$ cat src/rtl/std_seq_mem_d1_if.sv
// rtl/std_seq_mem_d1_if.sv - request/completion bus of the sequential-read memory
interface std_seq_mem_d1_if #(
  parameter int width    = 32,
  parameter int idx_size = 4
);
  logic [idx_size-1:0] addr0;
  logic                content_en;
  logic                write_en;
  logic [width-1:0]    write_data;
  logic [width-1:0]    read_data;
  logic                done;

  modport master (
    output addr0, content_en, write_en, write_data,
    input  read_data, done
  );

  modport slave (
    input  addr0, content_en, write_en, write_data,
    output read_data, done
  );
endinterface

$ cat src/rtl/std_seq_mem_d1.sv
// rtl/std_seq_mem_d1.sv - single-port memory with registered reads and fixed completion latency
module std_seq_mem_d1 #(
  parameter int width    = 32,
  parameter int size     = 16,
  parameter int idx_size = 4,
  parameter int latency  = 1
) (
  input  logic              clk,
  input  logic              reset,
  std_seq_mem_d1_if.slave   bus
);

  // Size widened by one bit so that size == 2**idx_size still compares correctly.
  localparam logic [idx_size:0] SIZE_L = (idx_size + 1)'(size);

  logic [width-1:0] r_mem [size];

  logic             w_accept;
  logic             w_in_range;
  logic [width-1:0] w_rd_word;

  // Stage-0 contents: what the acceptance edge loads into the pipeline.
  logic             w_s0_valid;
  logic             w_s0_is_read;
  logic [width-1:0] w_s0_data;

  // Exit stage: the values the output registers load at the next edge.
  logic             w_exit_valid;
  logic             w_exit_is_read;
  logic [width-1:0] w_exit_data;

  logic             r_done;
  logic [width-1:0] r_read_data;

  // A request presented while reset is high is never accepted.
  assign w_accept   = bus.content_en & ~reset;
  assign w_in_range = ({1'b0, bus.addr0} < SIZE_L);
  assign w_rd_word  = w_in_range ? r_mem[bus.addr0] : '0;

  assign w_s0_valid   = w_accept;
  assign w_s0_is_read = ~bus.write_en;
  assign w_s0_data    = bus.write_en ? '0 : w_rd_word;

  // Array update at the acceptance edge; out-of-range writes are dropped, contents survive reset.
  always_ff @(posedge clk) begin
    if (w_accept && bus.write_en && w_in_range) begin
      r_mem[bus.addr0] <= bus.write_data;
    end
  end

  // The output registers form the last stage, so latency-1 intermediate stages remain.
  generate
    if (latency == 1) begin : g_no_chain
      assign w_exit_valid   = w_s0_valid;
      assign w_exit_is_read = w_s0_is_read;
      assign w_exit_data    = w_s0_data;
    end else begin : g_chain
      logic             r_valid   [latency-1];
      logic             r_is_read [latency-1];
      logic [width-1:0] r_data    [latency-1];

      // Shift tokens one stage per cycle; reset kills every in-flight token.
      always_ff @(posedge clk) begin
        if (reset) begin
          for (int i = 0; i < latency - 1; i++) begin
            r_valid[i] <= 1'b0;
          end
        end else begin
          r_valid[0] <= w_s0_valid;
          for (int i = 1; i < latency - 1; i++) begin
            r_valid[i] <= r_valid[i-1];
          end
        end
        r_is_read[0] <= w_s0_is_read;
        r_data[0]    <= w_s0_data;
        for (int i = 1; i < latency - 1; i++) begin
          r_is_read[i] <= r_is_read[i-1];
          r_data[i]    <= r_data[i-1];
        end
      end

      assign w_exit_valid   = r_valid[latency-2];
      assign w_exit_is_read = r_is_read[latency-2];
      assign w_exit_data    = r_data[latency-2];
    end
  endgenerate

  // Completion pulse per token; read_data only reloads on read completions and holds otherwise.
  always_ff @(posedge clk) begin
    if (reset) begin
      r_done      <= 1'b0;
      r_read_data <= '0;
    end else begin
      r_done <= w_exit_valid;
      if (w_exit_valid && w_exit_is_read) begin
        r_read_data <= w_exit_data;
      end
    end
  end

  assign bus.done      = r_done;
  assign bus.read_data = r_read_data;

endmodule

$ cat src/flat_wrapper.sv
// flat-port wrapper written by rule: the top's interface ports become plain ports
module std_seq_mem_d1_flat 
#(
  parameter int width    = 32,
  parameter int size     = 16,
  parameter int idx_size = 4,
  parameter int latency  = 1
)
  (clk, reset, bus_addr0, bus_content_en, bus_write_en, bus_write_data, bus_read_data, bus_done);
  std_seq_mem_d1_if #(.width(width), .idx_size(idx_size)) bus_i ();
  input  logic clk;
  input  logic reset;
  input wire logic [$bits(bus_i.addr0)-1:0] bus_addr0;
  input wire logic [$bits(bus_i.content_en)-1:0] bus_content_en;
  input wire logic [$bits(bus_i.write_en)-1:0] bus_write_en;
  input wire logic [$bits(bus_i.write_data)-1:0] bus_write_data;
  output wire logic [$bits(bus_i.read_data)-1:0] bus_read_data;
  output wire logic [$bits(bus_i.done)-1:0] bus_done;
  assign bus_i.addr0 = bus_addr0;
  assign bus_i.content_en = bus_content_en;
  assign bus_i.write_en = bus_write_en;
  assign bus_i.write_data = bus_write_data;
  assign bus_read_data = bus_i.read_data;
  assign bus_done = bus_i.done;
  std_seq_mem_d1 #(.width(width), .size(size), .idx_size(idx_size), .latency(latency)) u_core (.clk(clk), .reset(reset), .bus(bus_i));
endmodule
$ cat config.mk
export PLATFORM = sky130hd
export DESIGN_NAME = std_seq_mem_d1_flat
export DESIGN_NICKNAME = d
export VERILOG_FILES = /design/src/rtl/std_seq_mem_d1_if.sv /design/src/rtl/std_seq_mem_d1.sv /design/src/flat_wrapper.sv
export SDC_FILE = /design/constraint.sdc
export NUM_CORES = 1
export LEC_CHECK = 0
export CAP_MARGIN = 25
export CORE_UTILIZATION = 50
export CTS_BUF_LIST = sky130_fd_sc_hd__clkbuf_8
export DETAILED_ROUTE_END_ITERATION = 6
export PLACE_DENSITY = 0.67
export SLEW_MARGIN = 20
export SYNTH_ARGS = -nofsm -noshare
export SYNTH_HDL_FRONTEND = slang
export SYNTH_SLANG_ARGS = --single-unit
$ cat constraint.sdc
create_clock -name clk -period 9.55 [get_ports clk]
set_input_delay 1.91 -clock clk [delete_from_list [all_inputs] [get_ports clk]]
set_output_delay 1.91 -clock clk [all_outputs]
set_load 0.1 [all_outputs]
==> results of run 1 <==
## metal layers
layer / share of wire / GRT usage / vias up / routed length (um)
li1: - / - / 4754 / -
met1: 0.44 / 0.312 / 5534 / 20000
met4: 0.022 / 0.0741 / 0 / 1020
met3: 0.058 / 0.0380 / 72 / 2650
met5: 0 / 0 / - / 0
met2: 0.48 / 0.348 / 396 / 22100
## power groups by stage
stage          logic [mW]  registers [mW]  clock network, mW
2_1_floorplan       0.123            2.77                  0
3_3_place_gp        0.301            2.70                  0
3_5_place_dp        0.305            2.70                  0
4_1_cts             0.306            2.65               1.91
5_1_grt             0.323            2.65               2.01
6_report            0.308            2.65               1.87
## worst max-delay path: stages
cell	delay, ns
sky130_fd_sc_hd__clkdlybuf4s50_1	1.00
sky130_fd_sc_hd__nand2b_1	0.45
sky130_fd_sc_hd__nor2_4	0.57
sky130_fd_sc_hd__buf_4	0.50
## cell type report
cell class | instances | share of cell area
Multi-Input combinational cell | 487 | 0.184
Timing Repair Buffer | 103 | 0.0451
Clock inverter | 59 | 0.0134
Sequential cell | 545 | 0.673
Tap cell | 532 | 0.0279
Clock buffer | 98 | 0.0566
## path summary, 6_finish.rpt
| check | end | depth (start not counted) |
|---|---|---|
| worst max register to register | u_core.bus.read_data[12] | 3 |
| worst max-delay path | u_core.r_mem[10][12] | 4 |
| worst min register to register | u_core.bus.read_data[23] | 2 |
| worst min-delay path | u_core.bus.read_data[23] | 2 |
## per-stage QoR
| stage | util | setup slack (ns) | std cells |
|---|---|---|---|
| after CTS | 0.583 | 5.35 | 1822 |
| after global routing | 0.584 | 5.29 | 1824 |
| after detailed placement | 0.542 | 4.79 | 1665 |
| after global placement | 0.539 | 4.89 | 1661 |
| after floorplan | - | 4.13 | 1102 |
| final | 0.584 | 5.37 | 1824 |
## cell families after synthesis
family,Yosys count
AO/OA/AOI/OAI,128
buffers and inverters,70
flip-flops,545
multiplexers,224
AND/OR/NAND/NOR,135
## sequential cells by signal (all words and copies together), names as in the netlist
name and flops:
u_core.r_mem 512, u_core.bus.read_data 32, u_core.bus.done 1
## synth_stat cells (2+ instances only)
cell type and instances:
sky130_fd_sc_hd__nand2b_1 2, sky130_fd_sc_hd__edfxtp_1 512, sky130_fd_sc_hd__a32oi_1 32, sky130_fd_sc_hd__a22oi_1 64, sky130_fd_sc_hd__nand4b_1 2, sky130_fd_sc_hd__buf_2 39, sky130_fd_sc_hd__o22ai_1 32, sky130_fd_sc_hd__mux2i_1 192
sky130_fd_sc_hd__dfxtp_1 33, sky130_fd_sc_hd__buf_4 10, sky130_fd_sc_hd__nand3_1 65, sky130_fd_sc_hd__mux4_2 32, sky130_fd_sc_hd__buf_12 3, sky130_fd_sc_hd__nor2b_1 5, sky130_fd_sc_hd__buf_6 2, sky130_fd_sc_hd__clkbuf_1 16
sky130_fd_sc_hd__nand3b_1 2, sky130_fd_sc_hd__nand2_1 34, sky130_fd_sc_hd__and2_1 2, sky130_fd_sc_hd__nor3_1 4, sky130_fd_sc_hd__nor2_1 15
==> summary.md, run 1 <==
The flow ran to the end, but the final reports show violations. The final reports fail on DRC. The combined area of the multi-input logic cells came out at 4400 um2. Dividing the detail-routed via count by the number of cells gives 5.90. Adder-cell share of the synthesized area: 0. The top cell types in the final layout, fill and taps aside, are sky130_fd_sc_hd__edfxtp_1, sky130_fd_sc_hd__mux2i_1, sky130_fd_sc_hd__clkbuf_8. Before antenna repair, the detailed router went through 7 iterations. The mean post-synth cell area was 18.8 um2; the number of max-cap violations was 0. Buffers placed on the I/O ports in this run total 72. The number of synthesized register bits was 545; the wire length reported by the detailed router was 45800 um.

The area growth from synthesis to layout is 15.2%. Hold violation count in the final report: 0. By startpoint and endpoint, the worst setup path is classified as in -> reg. For this design the top-level I/O count stands at 73. Fraction of the yosys area taken by sequential cells: 0.775. The internal power of the cells was 3.73 mW.

The H-tree was split into 3 levels. The logs give 0.220 for the global router's overall resource usage and 9.82 ns for the required time of the critical path. The tools report the sum of internal, switching and leakage power as 4.83 mW. The starting density of the core is 0.507, and the area of the core is 40800 um2. The placed instance area was 22100 um2. The tools report the clock sink count as 545. The simple-gate share of the synthesized area works out to 0.0313. Leaving out fill and tap cells, the most frequent cell in the layout is sky130_fd_sc_hd__edfxtp_1. After synthesis, the cell types taking the most area are sky130_fd_sc_hd__edfxtp_1, sky130_fd_sc_hd__mux2i_1, sky130_fd_sc_hd__mux4_2, sky130_fd_sc_hd__dfxtp_1, sky130_fd_sc_hd__a22oi_1. In this run the critical register-to-register path is launched from u_core.r_mem[4][12]. The share of the synthesized area in the top cell type is 0.743. The share of power burned in the clock network was 0.387; the leakage dissipation was 8.14 nW. Entering global routing, the biggest net connects 87 pins.

Proportion of synthesized area in mux cells: 0.128. The maximum root-to-sink buffer count was 3; the initial DRC count was 840. In the synthesized netlist the dominant register cell turns out to be sky130_fd_sc_hd__edfxtp_1. The worst path needs 4.18 ns of the cycle, external delays included. Count of unresolved DRC violations after routing: 1. The period utilization is 0.438. The chip width is 205 um. Dividing the detail-routed wire length by the instance count gives 25.1 um.

In this run the worst hold path is classified as reg -> reg. In this run the post-CTS setup repair buffer count came out at 0. The tools report the number of antenna violations at the first check in global routing as 0. The logs give 0.64 ns for the source-to-sink clock delay at the later pin of the worst-skew pair and 0 for the final setup violation count.

In this run the most critical hold path is launched from u_core.bus.read_data[23]. The net count after synthesis is 1142. The run gives 0 as the count of nets left with antenna violations after detail routing. The areal power density over the cells is 203 nW/um2, and the part of the total power dissipated in combinational logic is 0.064. Summed over all failing endpoints, the final setup total negative slack is 0 ns.

The net count of the finished layout is 1263. Measured along the y axis, the die boundary spans 205 um. Total number of placement rows: 74. For the storage element area, the log shows 16000 um2.

The logs give 25400 um for the detailed placement HPWL and 4.45 ns for the arrival time at the worst endpoint. For the part of the power in registers, the log shows 0.549. Yosys mapped a number of flops with a built-in enable equal to 512. The share of flip-flops with an asynchronous set or reset is 0, and the number of fill cells in the layout is 2998. For the overall overflow remaining after global route, the log shows 0. The die area was 42200 um2. The post-synthesis xor/xnor area fraction works out to 0.

The logs give 0.322 for the worst slew slack as a fraction of its limit and 0 for the antenna diode count. Setup repair after global routing left no endpoint under its margin. The share of final-layout standard cells stronger than drive strength 1 was 0.155; the worst hold slack was 0.503 ns. The highest fanout seen on the critical path works out to 20. The run gives 1.10 mW as the switching power total.

The tools report the highest clock rate as 239 MHz. The logs give 0.0241 ns for the worst clock skew and 10.8k for the via count. TritonCTS created 86 clock buffers. The first-pass GRT wire length came out at 67300 um.

The internal reg-to-reg setup slack was 8.23 ns. The worst setup path is captured at a flip-flop. The tools report the post-synthesis cell type count as 25.

The cell count after synthesis came out at 1102. Clock-pin slew was measured on the worst setup and hold paths at 0.06 ns. After routing the design area is 23800 um2.

The net switching share of the total power works out to 0.228. The root cell of the clock tree was sky130_fd_sc_hd__clkbuf_8. The number of hold buffers added after CTS was 0; the slew of the pin with the lowest slew margin was 1.02 ns. Of all cell types, the one taking the most synthesized area is sky130_fd_sc_hd__edfxtp_1. The number of global-route vias before repair was 10.9k; the maximum resistive drop on vdd was 0.126 mV.

Critical path launch point type: an input port. After synthesis, the largest family of logic cells by area is multiplexers. Routability-driven placement finished with a final weighted congestion of 0.736.

The max-slew violation total from the final report is 0. The critical path starts at bus_addr0[3]. TritonCTS built the clock tree. The total standard cell area after synthesis is 20700 um2, and the area fraction in compound gates after synthesis is 0.0464. The Yosys step of the flow raised 0 warnings. The tools report the post-cts gate resize count as 0.
Note: power is estimated with default switching activity, not from simulation.
==> run 2, diff against run 1 <==
PLACE_DENSITY = 0.7   (was 0.67)
clock period = 3.48 ns   (was 9.55 ns; I/O delays follow)
==> run 2 against run 1 <==
  * The run now ends clean
  * Final cell count is 1.3% higher
  * Routed wire length is 2.7% higher
  * Non-clock buffer count is 28 higher
  * Sequential cell count stayed put
  * Critical path type is now reg -> out
==> summary.md, run 2 (synthesized netlist as in run 1, its figures left out) <==
The run finished with clean final reports. The root buffer cell chosen for the clock tree is sky130_fd_sc_hd__clkbuf_8. For the count of placed standard cells including taps, the log shows 1695 (+1.8%).

The routability congestion estimate is 0.792 (+7.6%), and the number of flip-flops in the largest register is 512 (unchanged). First-pass GRT wire length: 68900 um (+2.4%). Critical path start-end classification: reg -> out.

The wire length per cell was 25.4 um (+1.3%); the highest fanout seen on the critical path was 2 (-90%). The period utilization is 0.817. The area of the core came out at 40800 um2 (unchanged). TritonCTS built the clock tree. The count of buffers added by post-CTS timing repair for setup was 0 (unchanged). For the worst clock skew, the log shows 0.0165 ns (-0.00753 ns). Number of fill cells in the layout: 3005 (+0.23%). For the overall overflow remaining after global route, the log shows 0 (unchanged). The maximum resistive drop on vdd came out at 0.246 mV (+95%).

The total negative setup slack was 0 ns (unchanged). The run gives 0.507 (unchanged) as the starting density of the core. The share of final-layout standard cells stronger than drive strength 1 came out at 0.190 (+0.0353). The tools report the critical path launch point type as a flip-flop. Final instance count without filler cells: 1848 (+1.3%).

For the number of detailed-routing iterations run before antenna repair, the log shows 5 (-2). The total CTS buffers came out at 85 (-1.2%). Setup repair after global routing left no endpoint under its margin. The max-slew violation total from the final report was 0 (unchanged); the leakage dissipation was 8.27 nW (+1.6%). For the net count reported at finish, the log shows 1290 (+2.1%).

The master of the slowest instance on the critical path is sky130_fd_sc_hd__clkdlybuf4s50_1. The number of global-route vias before repair was 10.9k (+0.46%). The clock sink count was 545 (unchanged); the number of buffers added on ports was 72 (unchanged). The tools report the worst slew slack as a fraction of its limit as 0.355 (+0.0330). The post-cts gate resize count was 0 (unchanged). In this design, the largest share of critical-path delay is due to buffers and inverters. Highest clock rate: 352 MHz. The wire length reported by the detailed router is 47000 um (+2.7%). The initial DRC count came out at 1032 (+23%). The delay of the slowest critical-path stage came out at 1.15 ns (+0.15 ns).

The critical path goes through clkdlybuf4s50_1. In the layout the commonest cells are sky130_fd_sc_hd__edfxtp_1, sky130_fd_sc_hd__mux2i_1, sky130_fd_sc_hd__clkbuf_8. The run gives 0 (unchanged) as the final setup violation count. The count of nets left with antenna violations after detail routing was 0 (unchanged); the slew of the pin with the lowest slew margin was 0.965 ns (-0.0504 ns).

The areal power density over the cells was 541 nW/um2 (+170%). Largest net degree at the start of global routing: 69 (-21%). The most common cell after layout, fill and taps aside was sky130_fd_sc_hd__edfxtp_1. The global router's overall resource usage came out at 0.227 (+0.00639). The logs give 2.15 ns (-2.30 ns) for the arrival time at the worst endpoint and 0 (unchanged) for the number of hold buffers added after CTS. Maximum root-to-sink buffer count: 3 (unchanged). The via-per-instance ratio works out to 6.01 (+1.9%). The time the worst path needs with I/O delays and setup was 2.84 ns; the source-to-sink clock delay at the later pin of the worst-skew pair was 0.62 ns (-0.02 ns).

The via count was 11.1k (+3.3%); the buffer and inverter count on the worst path was 1 (-1). Required time of the critical path: 2.78 ns (-7.04 ns). Die area: 42200 um2 (unchanged). The hold violation count in the final report is 0 (unchanged), and the count of unresolved DRC violations after routing is 0 (-1). The top-level I/O count is 73 (unchanged). The min-delay analysis places its worst path in the category reg -> reg. The register with the most flip-flops in the final layout is u_core.r_mem. The chip width works out to 205 um (unchanged). The height of the die came out at 205 um (unchanged). The number of antenna violations at the first check in global routing is 1 (+1).

The clock transition at the register clock pins on the worst setup and hold paths after CTS was 0.06 ns (about the same); the detailed placement HPWL was 27400 um (+7.8%). The logs give 0 (unchanged) for the number of max-cap violations and 3 (unchanged) for the maximum level of the CTS H-tree. The run gives 74 (unchanged) as the total number of placement rows. The critical path endpoint category is a primary output. From synthesis to final layout, the design area changed by 15.3%.
run 2: final timing paths:
path / start / end / slack [ns] / cells after the start
max reg2reg: u_core.r_mem[2][13] / u_core.bus.read_data[13] / 2.11 / 3
min reg2reg: u_core.bus.read_data[12] / u_core.bus.read_data[12] / 0.50 / 2
min: u_core.bus.read_data[12] / u_core.bus.read_data[12] / 0.50 / 2
max: u_core.bus.read_data[17] / bus_read_data[17] / 0.64 / 1
run 2: cell type report:
type | instances | area, um2 | area share
Timing Repair Buffer | 131 | 1230 | 0.0514
Multi-Input combinational cell | 487 | 4420 | 0.185
Clock inverter | 60 | 254 | 0.0106
Tap cell | 532 | 666 | 0.0279
Sequential cell | 545 | 16000 | 0.672
Antenna cell | 1 | 2.50 | 0.000105
Clock buffer | 92 | 1270 | 0.0530
run 2: layer usage:
metal / up-vias / part of all wire / global-route usage
li1: 4803 / - / -
met1: 5753 / 0.43 / 0.323
met2: 488 / 0.47 / 0.348
met3: 60 / 0.077 / 0.0480
met4: 2 / 0.019 / 0.0778
met5: - / 0.00028 / 0
run 2: power by group:
part	internal [mW]	switching (mW)	total [mW]
Combinational	0.259	0.609	0.868
Clock	2.43	2.35	4.78
Sequential	7.24	0.0375	7.28
Total	9.93	3.00	12.9
run 2: metrics by stage:
stage	hold slack, ns	utilization	instance area, um2	total power [mW]	setup slack (ns)
after CTS	0.503	0.585	23900	13.0	0.600
after global placement	0.485	0.547	22400	8.27	0.453
after global routing	0.529	0.585	23900	13.3	0.578
after detailed placement	0.482	0.547	22400	8.28	0.472
after floorplan	0.603	-	20700	7.94	0.133
final	0.497	0.585	23900	12.9	0.635
